--- src/rtl/idct4_pipe.sv ---
`default_nettype none
// +----------------------------------------------------------------------------+
// | Module   : idct4_pipe                                                      |
// | Purpose  : 4-point 1-D inverse DCT, three-stage pipeline with rounding     |
// |            shift, output saturation, per-vector bypass and a valid/ready   |
// |            handshake with full backpressure.                               |
// | Ports    : clk, reset (async, active-low)                                  |
// |            in_valid/in_ready/in_mode, d_in_1..4  : input vector x0..x3     |
// |            out_valid/out_ready, d_out_1..4       : output vector y0..y3    |
// |            out_sat : at least one lane of the output vector was clipped    |
// | Revision : 1.0 - initial release                                           |
// +----------------------------------------------------------------------------+
module idct4_pipe #(
  parameter int IN_W  = 16,
  parameter int OUT_W = 24,
  parameter int SHIFT = 0
) (
  input  logic                    clk,
  input  logic                    reset,
  input  logic                    in_valid,
  output logic                    in_ready,
  input  logic                    in_mode,
  input  logic signed [IN_W-1:0]  d_in_1,
  input  logic signed [IN_W-1:0]  d_in_2,
  input  logic signed [IN_W-1:0]  d_in_3,
  input  logic signed [IN_W-1:0]  d_in_4,
  output logic                    out_valid,
  input  logic                    out_ready,
  output logic signed [OUT_W-1:0] d_out_1,
  output logic signed [OUT_W-1:0] d_out_2,
  output logic signed [OUT_W-1:0] d_out_3,
  output logic signed [OUT_W-1:0] d_out_4,
  output logic                    out_sat
);

  // Butterfly precision, recombine/round precision (room for the bypass
  // pre-shift plus the rounding add), and the clip-compare width.
  localparam int BW = IN_W + 9;
  localparam int YW = IN_W + SHIFT + 11;
  localparam int CW = ((YW > OUT_W) ? YW : OUT_W) + 1;

  localparam logic signed [BW-1:0] c_k64  = BW'(64);
  localparam logic signed [BW-1:0] c_k83  = BW'(83);
  localparam logic signed [BW-1:0] c_k36  = BW'(36);
  // Half an LSB of the shifted result; zero when SHIFT = 0.
  localparam logic signed [YW-1:0] c_half = YW'((2 ** SHIFT) / 2);
  localparam logic signed [CW-1:0] c_max  = {{(CW-OUT_W+1){1'b0}}, {(OUT_W-1){1'b1}}};
  localparam logic signed [CW-1:0] c_min  = {{(CW-OUT_W+1){1'b1}}, {(OUT_W-1){1'b0}}};

  // Global advance: the whole pipe moves unless a valid output is blocked.
  logic w_en;
  logic r_out_valid;
  assign w_en     = !r_out_valid || out_ready;
  assign in_ready = w_en;

  // ---------------------------------------------------------------- stage 1
  logic signed [IN_W-1:0] w_x  [4];
  logic signed [BW-1:0]   w_xs [4];
  logic signed [BW-1:0]   w_e0, w_e1, w_o0, w_o1;

  assign w_x[0] = d_in_1;
  assign w_x[1] = d_in_2;
  assign w_x[2] = d_in_3;
  assign w_x[3] = d_in_4;

  for (genvar k = 0; k < 4; k++) begin : g_sext
    assign w_xs[k] = {{9{w_x[k][IN_W-1]}}, w_x[k]};
  end

  assign w_e0 = c_k64 * w_xs[0] + c_k64 * w_xs[2];
  assign w_e1 = c_k64 * w_xs[0] - c_k64 * w_xs[2];
  assign w_o0 = c_k83 * w_xs[1] + c_k36 * w_xs[3];
  assign w_o1 = c_k36 * w_xs[1] - c_k83 * w_xs[3];

  logic                   r_s1_valid;
  logic                   r_s1_mode;
  logic signed [BW-1:0]   r_e0, r_e1, r_o0, r_o1;
  logic signed [IN_W-1:0] r_s1_x [4];   // raw samples kept for bypass

  always_ff @(posedge clk or negedge reset) begin
    if (!reset) begin
      r_s1_valid <= 1'b0;
      r_s1_mode  <= 1'b0;
      r_e0       <= '0;
      r_e1       <= '0;
      r_o0       <= '0;
      r_o1       <= '0;
      for (int k = 0; k < 4; k++) r_s1_x[k] <= '0;
    end else if (w_en) begin
      r_s1_valid <= in_valid;
      r_s1_mode  <= in_mode;
      r_e0       <= w_e0;
      r_e1       <= w_e1;
      r_o0       <= w_o0;
      r_o1       <= w_o1;
      for (int k = 0; k < 4; k++) r_s1_x[k] <= w_x[k];
    end
  end

  // ---------------------------------------------------------------- stage 2
  logic signed [YW-1:0] w_e0x, w_e1x, w_o0x, w_o1x;
  logic signed [YW-1:0] w_yc  [4];
  logic signed [YW-1:0] w_byp [4];
  logic signed [YW-1:0] w_y   [4];

  assign w_e0x = {{(YW-BW){r_e0[BW-1]}}, r_e0};
  assign w_e1x = {{(YW-BW){r_e1[BW-1]}}, r_e1};
  assign w_o0x = {{(YW-BW){r_o0[BW-1]}}, r_o0};
  assign w_o1x = {{(YW-BW){r_o1[BW-1]}}, r_o1};

  assign w_yc[0] = w_e0x + w_o0x;
  assign w_yc[1] = w_e1x + w_o1x;
  assign w_yc[2] = w_e1x - w_o1x;
  assign w_yc[3] = w_e0x - w_o0x;

  // Bypass pre-scales by 2^SHIFT so the rounding stage returns x unchanged.
  for (genvar k = 0; k < 4; k++) begin : g_recomb
    assign w_byp[k] = {{(YW-IN_W){r_s1_x[k][IN_W-1]}}, r_s1_x[k]} <<< SHIFT;
    assign w_y[k]   = r_s1_mode ? w_byp[k] : w_yc[k];
  end

  logic                 r_s2_valid;
  logic signed [YW-1:0] r_y [4];

  always_ff @(posedge clk or negedge reset) begin
    if (!reset) begin
      r_s2_valid <= 1'b0;
      for (int k = 0; k < 4; k++) r_y[k] <= '0;
    end else if (w_en) begin
      r_s2_valid <= r_s1_valid;
      for (int k = 0; k < 4; k++) r_y[k] <= w_y[k];
    end
  end

  // ---------------------------------------------------------------- stage 3
  logic signed [YW-1:0]    w_sum [4];
  logic signed [YW-1:0]    w_rnd [4];
  logic signed [CW-1:0]    w_rx  [4];
  logic signed [OUT_W-1:0] w_q   [4];
  logic [3:0]              w_hi;
  logic [3:0]              w_lo;

  for (genvar k = 0; k < 4; k++) begin : g_lane
    assign w_sum[k] = r_y[k] + c_half;
    assign w_rnd[k] = w_sum[k] >>> SHIFT;   // arithmetic: rounds toward -inf
    assign w_rx[k]  = {{(CW-YW){w_rnd[k][YW-1]}}, w_rnd[k]};
    assign w_hi[k]  = (w_rx[k] > c_max);
    assign w_lo[k]  = (w_rx[k] < c_min);
    assign w_q[k]   = w_hi[k] ? c_max[OUT_W-1:0] :
                      w_lo[k] ? c_min[OUT_W-1:0] : w_rx[k][OUT_W-1:0];
  end

  logic signed [OUT_W-1:0] r_dout [4];
  logic                    r_sat;

  always_ff @(posedge clk or negedge reset) begin
    if (!reset) begin
      r_out_valid <= 1'b0;
      r_sat       <= 1'b0;
      for (int k = 0; k < 4; k++) r_dout[k] <= '0;
    end else if (w_en) begin
      r_out_valid <= r_s2_valid;
      // Bubbles never report saturation.
      r_sat       <= r_s2_valid && (|(w_hi | w_lo));
      for (int k = 0; k < 4; k++) r_dout[k] <= w_q[k];
    end
  end

  assign out_valid = r_out_valid;
  assign out_sat   = r_sat;
  assign d_out_1   = r_dout[0];
  assign d_out_2   = r_dout[1];
  assign d_out_3   = r_dout[2];
  assign d_out_4   = r_dout[3];

endmodule
`default_nettype wire

--- config.mk ---
export PLATFORM = sky130hd
export DESIGN_NAME = idct4_pipe
export DESIGN_NICKNAME = d
export VERILOG_FILES = /design/src/rtl/idct4_pipe.sv
export SDC_FILE = /design/constraint.sdc
export NUM_CORES = 1
export LEC_CHECK = 0
export BUFFER_PORTS_ARGS = -buffer_cell sky130_fd_sc_hd__buf_2
export CORE_ASPECT_RATIO = 1.2
export CORE_MARGIN = 2
export CORE_UTILIZATION = 45
export CTS_CLUSTER_DIAMETER = 200
export CTS_CLUSTER_SIZE = 24
export DETAILED_ROUTE_END_ITERATION = 10
export GPL_ROUTABILITY_DRIVEN = 0
export PLACE_DENSITY_LB_ADDON = 0.1
export SYNTH_ARGS = -nofsm -noshare
export SYNTH_HDL_FRONTEND = slang
export SYNTH_SLANG_ARGS = --single-unit
--- constraint.sdc ---
create_clock -name clk -period 3 [get_ports clk]
set_clock_uncertainty 0.15 [all_clocks]
set_input_delay 0.6 -clock clk [delete_from_list [all_inputs] [get_ports clk]]
set_output_delay 0.6 -clock clk [all_outputs]
set_load 0.03 [all_outputs]
After elaboration in Yosys (flattened, before gate mapping). Cells that the tools add are included.

Bits in registers: 369. Bits in latches: 0. Bits in writable memories: 0. ROM bits: 0. Bits of input ports: 69. Output and inout port bits: 99. Word-level logic and storage cells: 58. Memories: 0.

Add/sub/neg operators: 8. Multipliers: 4. Div/mod/pow operators: 0. Magnitude comparators: 8. Eq/ne operators: 0. Shift operators: 0. Mux-type cells: 12. Bitwise operators: 1. Reductions and logical operators: 4.

Operators by type and width (count): 2-to-1 mux 24 bit (8); > comparator 27 x 24 -> 1 bit, second input constant (4); less-than comparator 27 x 24 -> 1 bit, second input constant (4); 2-to-1 mux 27 bit (4); adder 23 x 25 -> 26 bit (2); subtractor 23 x 25 -> 26 bit (2); multiplier 8 x 16 -> 24 bit, first input constant (2); multiplier 5 x 16 -> 21 bit, first input constant (2); adder 24 x 23 -> 25 bit (1); subtractor 23 x 24 -> 25 bit (1); adder 22 x 22 -> 23 bit (1); subtractor 22 x 22 -> 23 bit (1); OR 4 bit (1); OR reduction 4 bit (1); logical AND 1 bit (1); zero test 1 bit (1); logical OR 1 bit (1).

Depth between registers and ports, before layout. Gate-level depths: netlist of the first run.

Depth after elaboration: 4. Depth in mapped cells: 24.

Worst setup path after synthesis of the first run. Ideal clock, no wire load.

Kind: input -> register. Start point: input port d_in_4[4]. End point: register r_o0[24]. Library setup time: 0.137 ns. Arrival time: 5.752 ns. Required time: 2.713 ns. Setup slack: -3.039 ns. Cell stages on the path: 21. Path buffers: 0. Cell sequence: ha_1 ha_1 or4_1 o22ai_1 o21ai_0 a21oi_1 xor2_1 fa_1 inv_1 ha_1 fa_1 inv_1 fa_1 inv_1 ha_1 a21o_1 a221o_1 or3b_2 o22ai_1 xnor2_1 a21oi_1.

Word-level cells in the longest chain between the ends: 2.

Ends and longest elaborated chain: from (decl) (line 26) `input logic signed [IN_W-1:0] d_in_4,`; multiplier 5 x 16 -> 21 bit (line 72) `assign w_o0 = c_k83 * w_xs[1] + c_k36 * w_xs[3];`; adder 24 x 23 -> 25 bit (line 72); to (signal assigned) (line 94) `r_o0 <= w_o0;`; to (decl) (line 77) `logic signed [BW-1:0] r_e0, r_e1, r_o0, r_o1;`.

Every way passes these cells. A chain may end at the register's enable or synchronous reset.

Final worst setup path of the first run.
Start point: input port d_in_4[5]. End point: register r_o0[18].

The elaborated chain is that of the path after synthesis.

==> results of run 1 <==
per-layer routing:
layer  part of all wire, %  track usage [%]  up-vias
li1                      -                -    12000
met1                    42             35.9    12200
met2                    50             52.7      655
met3                   4.2             2.20      149
met4                   4.0             10.4        0
met5                     0                0        -
layout make-up:
| cell class | count | area (sq um) |
|---|---|---|
| fillers | 5362 | 23800 |
| inverters | 325 | 1230 |
| clock inverters | 1 | 11.3 |
| well taps | 800 | 1000 |
| clock buffers | 20 | 479 |
| repair buffers | 665 | 5070 |
| multi-input cells | 2407 | 19400 |
| diodes | 1 | 2.50 |
| flip-flops and latches | 351 | 8790 |
where the power goes:
part,leakage [nW],internal (mW),switching (mW)
Sequential,4.18,6.89,1.70
Clock,0.241,1.15,1.60
Combinational,12.5,15.3,19.0
logic make-up after synthesis:
group | after synthesis
buf+inv | 470
fa+ha+maj | 405
xor+xnor | 138
flops | 351
simple gates | 981
compound gates | 857
mux | 26
metrics by stage:
step | setup TNS [ns] | setup slack, ns | hold slack, ns | area (sq um) | power (mW)
2_1_floorplan | -58.00 | -2.65 | 0.154 | 28600 | 26.8
3_3_place_gp | -90.01 | -3.04 | 0.295 | 33300 | 37.4
3_5_place_dp | -92.52 | -3.11 | 0.301 | 33300 | 38.0
4_1_cts | -55.27 | -2.25 | 0.109 | 35200 | 43.5
5_1_grt | -61.84 | -2.42 | 0.141 | 36000 | 48.9
6_report | -56.91 | -2.25 | 0.128 | 36000 | 45.6
cell usage after synthesis (all sizes together) (18+ instances only):
master	number
a211oi	29
a21o	50
a21oi	247
and3	23
buf	26
clkbuf	119
dfrtp	351
fa	96
ha	309
inv	325
mux2i	22
nand2	431
nand2b	26
nand3	28
nor2	301
nor2b	22
nor3	54
o21a	26
o21ai	317
o21bai	34
or3	18
xnor2	92
xor2	46
layout by cell type, fill, tap and decap left out, types with 90 or more instances in the layout:
cell type,instances
ha_1,212
ha_4,90
nand2_1,424
o21ai_0,271
inv_1,284
dfrtp_1,349
nor2_1,284
a21oi_1,205
buf_2,147
buf_4,440
registers in the layout, summed over array words and instances (netlist names), 24 cells and up:
register,count
d_out_2,24
d_out_4,24
r_y,104
d_out_3,24
d_out_1,24
r_o1,25
r_s1_x,63
r_o0,25
critical path, delay by kind of cell:
kind	cells	cell delay, ns
buf+inv	5	0.45
compound gates	7	1.47
fa+ha+maj	7	2.46
xor+xnor	2	0.33
simple gates	2	0.22
final timing paths:
check                           depth (start not counted)     endpoint  slack [ns]       start
worst min-delay path                                    3   r_s1_valid        0.13    in_valid
max in group asynchronous                               3  d_out_3[19]        1.34       reset
worst max register to register                         10      r_y[78]           0     r_e0[6]
min in group asynchronous                               2   d_out_2[1]        0.43       reset
worst min register to register                          2   r_s1_x[59]        0.32  r_s1_x[59]
worst max-delay path                                   23     r_o0[18]       -2.25   d_in_4[5]
timing repair:
| item | in CTS | in global routing |
|---|---|---|
| endpoints found under the setup margin | 49 | 70 |
| resized for setup | 253 | 120 |
| hold endpoints to repair | 52 | 0 |
| setup buffers | 32 | 28 |
| hold buffers | 1 | 0 |
| pin swaps | 154 | 114 |
==> flow_summary_export.csv, run 1 <==
group,metric,value,unit
sta,setup_violations,40,
yosys,synth_edf_count,0,
placed_design,port_buffers,167,
yosys,synth.yosys.seq_area_share,32.1,%
layout,final_nets,4242,
global_routing,gr-total-overflow,0,
setup_path,critPathMaxStageDelay,0.49,ns
cts,numCtsBuffers,18,
global_routing,grt_pass1_wl,143000,um
setup_path,start_kind,"input pin",
die,die_h,274,um
yosys,syn-num-nets,3702,
sta,period_minus_slack,5.25,ns
layout,syn_to_final_growth,31.8,%
setup_path,arrival,5.53,ns
yosys,synth_xor_area_share,4.42,%
yosys,synth_top_family_by_area,"adder cells",
sta,relSlewSlack,54.8,%
cts,cts_tree,"built",
drt,wl,91300,um
yosys,synth_compound_area_share,19.1,%
setup_path,crit_path_cell_trace,"buf_12 -> ha_4 -> buf_6 -> ha_4 -> a211oi_2 -> nor2_2 -> buf_4 -> o21a_1 -> nor2_2 -> xnor2_2 -> fa_1 -> ha_1 -> fa_1 -> inv_1 -> fa_1 -> inv_2 -> ha_4 -> a211o_4 -> o2111ai_4 -> a21boi_4 -> a221oi_2 -> xor2_1 -> o21ai_1",
yosys,ys.flop_type,"dfrtp_1",
yosys,yosysUniqueCellTypes,81,
yosys,synth.area.mux_share,0.970,%
power,ir_drop,0.000715,V
setup_path,critPathKind,"in -> reg",
sta,rsz0062_at_grt,"true",
sta,fin_ws,-2.25,ns
setup_path,cp_slowest_cell,"fa_1",
cts,clk_latency,0.56,ns
global_routing,antenna_found_initial,2,
sta,max_slew.worst_pin.slew,0.675,ns
yosys,synth_area_per_cell,8.47,sq um
die,die_w,229,um
sta,final.period_utilization,175,%
yosys,yosys_warnings,0,
yosys,yosys.area_share.simple,15.7,%
drt,drt-pass1-iter-count,7,
setup_path,critPathMaxFanout,4,
placed_design,place_hpwl,71800,um
setup_path,cp.required,3.28,ns
sta,hold_viol_final,0,
power,p_leak,16.9,nW
die,core_region_area,0.0598,sq mm
drt,drc,0,
drt,antenna_left,0,
sta,max_freq,190,MHz
yosys,syn_inst,3228,
die,start_util,45.7,%
cts,clock_sinks,351,
die,num_rows,98,
layout,final_layout_size_suffix_gt1_share,28.5,%
cts,cts_root_buf,"clkbuf_16",
yosys,yosysTopAreaCell,"dfrtp_1",
drt,drt_iter0_markers,1765,
drt,vias,25000,
setup_path,endpoint_kind,"register",
flow_run,maxCapViolations,0,
run_status,status,"finished with violations",
yosys,yosysTopAreaCellShare,32.1,%
yosys,yosys-top-cells-area,"dfrtp_1, ha_1, fa_1",
drt,drt-vias-per-instance,5.46,
cts,path_clk_slew,0.10,ns
min_path,hold_path_class,"in -> reg",
run_status,violations,"negative setup slack",
sta,drv_slew,0,
layout,final_cells,4570,
die,die_area,0.0627,sq mm
global_routing,grt_max_degree,115,
power,powerDensity,1270,mW/mm^2
drt,drt-wirelength-per-cell,20.0,um
placed_design,dp_cells,4492,
layout,final_util,60.2,%
yosys,synth_area,0.0273,sq mm
yosys,synth_adder_area_share,21.2,%
global_routing,grt.total_usage,28.9,%
yosys,synth-async-reset-ratio,100,%
cts,htree_levels,1,
yosys,synth.ff_latch_count,351,
cts,cts_buffer_depth,3,
die,ios,168,
global_routing,grt_pass1_vias,25900,
Note: power is estimated with default switching activity, not from simulation.
==> run 2, diff against run 1 <==
--- a/config.mk
+++ b/config.mk
@@ -8,7 +8,7 @@
 export BUFFER_PORTS_ARGS = -buffer_cell sky130_fd_sc_hd__buf_2
 export CORE_ASPECT_RATIO = 1.2
 export CORE_MARGIN = 2
-export CORE_UTILIZATION = 45
+export CORE_UTILIZATION = 60
 export CTS_CLUSTER_DIAMETER = 200
 export CTS_CLUSTER_SIZE = 24
 export DETAILED_ROUTE_END_ITERATION = 10
==> constraint.sdc (replaced) <==
create_clock -name clk -period 5.8 [get_ports clk]
set_clock_uncertainty 0.15 [all_clocks]
set_input_delay 1.16 -clock clk [delete_from_list [all_inputs] [get_ports clk]]
set_output_delay 1.16 -clock clk [all_outputs]
set_load 0.03 [all_outputs]
==> run 2 against run 1 <==
The flow still finishes with violations (negative setup slack). Cell count shrank 11%. Sequential share of layout area grew 3.7 points. Clock power shrank 49%. Worst hold slack gained 0.19 ns. Critical path depth is the same. First-iteration DRC count grew 1.2%. Global-route usage grew 5.1 points. Final area shrank 13%. Setup slack gained 2.1 ns. Critical endpoint is now r_o0[24].
==> flow_summary_export.csv, run 2 (same netlist as run 1, synthesis figures left out) <==
group,metric,value,unit
global_routing,gr-total-overflow,0,
layout,final_util,69.6,%
min_path,hold_path_class,"reg -> reg",
cts,numCtsBuffers,18,
die,ios,168,
layout,n_antenna_cell,0,
setup_path,endpoint_kind,"register",
setup_path,start_kind,"input pin",
drt,drt-vias-per-instance,5.96,
sta,hold_slack,0.319,ns
power,ir_drop,0.000319,V
layout,layout_common_cells,"nand2_1, dfrtp_1, inv_1, o21ai_0, nor2_1",
layout,fill_cells,3665,
drt,antenna_left,0,
setup_path,worstReg2RegStart,"r_e0[6]",
cts,postCtsHoldBufs,0,
global_routing,grt_pass1_vias,24200,
drt,wirelength_met1,32100,um
drt,vias,24400,
layout,final_layout_size_suffix_gt1_share,15.5,%
cts,cts_tree,"built",
global_routing,grt_max_degree,182,
setup_path,critPathMaxStageDelay,0.55,ns
die,num_rows,85,
cts,htree_levels,1,
drt,drc,0,
sta,final.period_utilization,102,%
run_status,violations,"negative setup slack",
global_routing,grt_pass1_wl,127000,um
sta,relSlewSlack,37.9,%
setup_path,cp.required,6.06,ns
power,powerDensity,624,mW/mm^2
placed_design,place_hpwl,62500,um
setup_path,critPathKind,"in -> reg",
placed_design,port_buffers,167,
die,die_w,199,um
layout,syn_to_final_growth,14.3,%
cts,clock_sinks,351,
sta,drv_slew,0,
global_routing,grt.total_usage,34.0,%
sta,hold_viol_final,0,
power,p_leak,15.1,nW
layout,final_common_cell,"nand2_1",
sta,period_minus_slack,5.92,ns
die,die_h,238,um
drt,wl,80400,um
setup_path,r2r_cells,10,
setup_path,critPathMaxFanout,2,
die,core_region_area,0.0449,sq mm
drt,wl_met2,38300,um
setup_path,crit_top_cell,"ha_4",
sta,setup_violations,3,
die,start_util,60.9,%
sta,rsz0062_at_grt,"true",
run_status,status,"finished with violations",
cts,cts_buffer_depth,3,
sta,fin_ws,-0.122,ns
layout,largest_reg_flops,104,
sta,max_slew.worst_pin.slew,0.929,ns
setup_path,cp_slowest_cell,"fa_1",
drt,wl_met3,4750,um
layout,final_nets,3952,
flow_run,maxCapViolations,0,
cts,cts_root_buf,"clkbuf_16",
setup_path,r2r_setup_slack,2.41,ns
layout,largestRegisters,"r_y (104), r_s1_x (63)",
sta,max_freq,169,MHz
cts,clk_latency,0.55,ns
layout,largest-register,"r_y",
drt,drt-pass1-iter-count,8,
min_path,hold_depth,2,
setup_path,startpoint,"d_in_4[9]",
global_routing,antenna_found_initial,1,
drt,topRoutingLayerUsed,"met4",
min_path,hp-start,"d_out_2[23]",
cts,path_clk_slew,0.09,ns
setup_path,crit_path_cell_trace,"buf_6 -> ha_4 -> ha_4 -> or4_4 -> o22ai_4 -> o21ai_2 -> a21oi_2 -> xor2_1 -> fa_2 -> inv_2 -> ha_4 -> fa_1 -> inv_2 -> fa_1 -> inv_1 -> ha_2 -> a21o_1 -> a21o_1 -> a221o_1 -> or3b_4 -> o22ai_4 -> xnor2_1 -> a21oi_1",
placed_design,dp_slack,-0.871,ns
drt,drt-wirelength-per-cell,19.7,um
drt,drt_iter0_markers,1787,
die,die_area,0.0473,sq mm
setup_path,arrival,6.18,ns
## run 2: final cells by class
class / count / area [sq um] / share of cell area, %
multi-input cells: 2407 / 17500 / 55.9
repair buffers: 375 / 2510 / 8.03
flip-flops and latches: 351 / 8790 / 28.1
clock inverters: 1 / 11.3 / 0.0361
clock buffers: 20 / 479 / 1.53
inverters: 325 / 1230 / 3.93
well taps: 609 / 762 / 2.44
## run 2: through the flow
| stage | cells | power, mW | area (sq um) | TNS [ns] |
|---|---|---|---|---|
| 2_1_floorplan | 3228 | 13.0 | 27700 | -1.74 |
| 3_3_place_gp | 4055 | 16.9 | 30200 | -9.55 |
| 3_5_place_dp | 4055 | 17.3 | 30200 | -11.53 |
| 4_1_cts | 4081 | 18.9 | 30900 | -0.131 |
| 5_1_grt | 4088 | 21.0 | 31200 | -1.33 |
| 6_report | 4088 | 19.5 | 31200 | -0.164 |
## run 2: repair_timing
| item | 4_1_cts | 5_1_grt |
|---|---|---|
| setup endpoints to repair | 11 | 16 |
| gates resized for setup | 29 | 75 |
| pin swaps | 31 | 59 |
| buffers inserted | 5 | 7 |
## run 2: path summary, 6_finish.rpt
check                         endpoint
max                           r_o0[24]
min                        d_out_2[23]
max reg2reg                    r_y[97]
min reg2reg                d_out_2[23]
max in group asynchronous    r_s1_mode
min in group asynchronous   d_out_2[2]
## run 2: worst max-delay path, delay by kind of cell
family	cells	cell delay (ns)
adder cells (fa/ha/maj)	7	2.23
AND/OR/NAND/NOR	2	0.94
buffers and inverters	4	0.26
XOR/XNOR	2	0.25
AO/OA/AOI/OAI	8	1.35
## run 2: report_power, final
group          internal [mW]  total [mW]  switching [mW]
sequential              3.56        4.46           0.896
combinational           5.56        13.6            8.08
clock                  0.596        1.39           0.793
total                   9.71        19.5            9.77
## run 2: per-layer routing
metal  vias up  global-route usage (%)
met5         -                       0
met1     11800                    43.0
met2       921                    57.7
met3       252                    2.98
met4         0                    18.6
li1      11400                       -
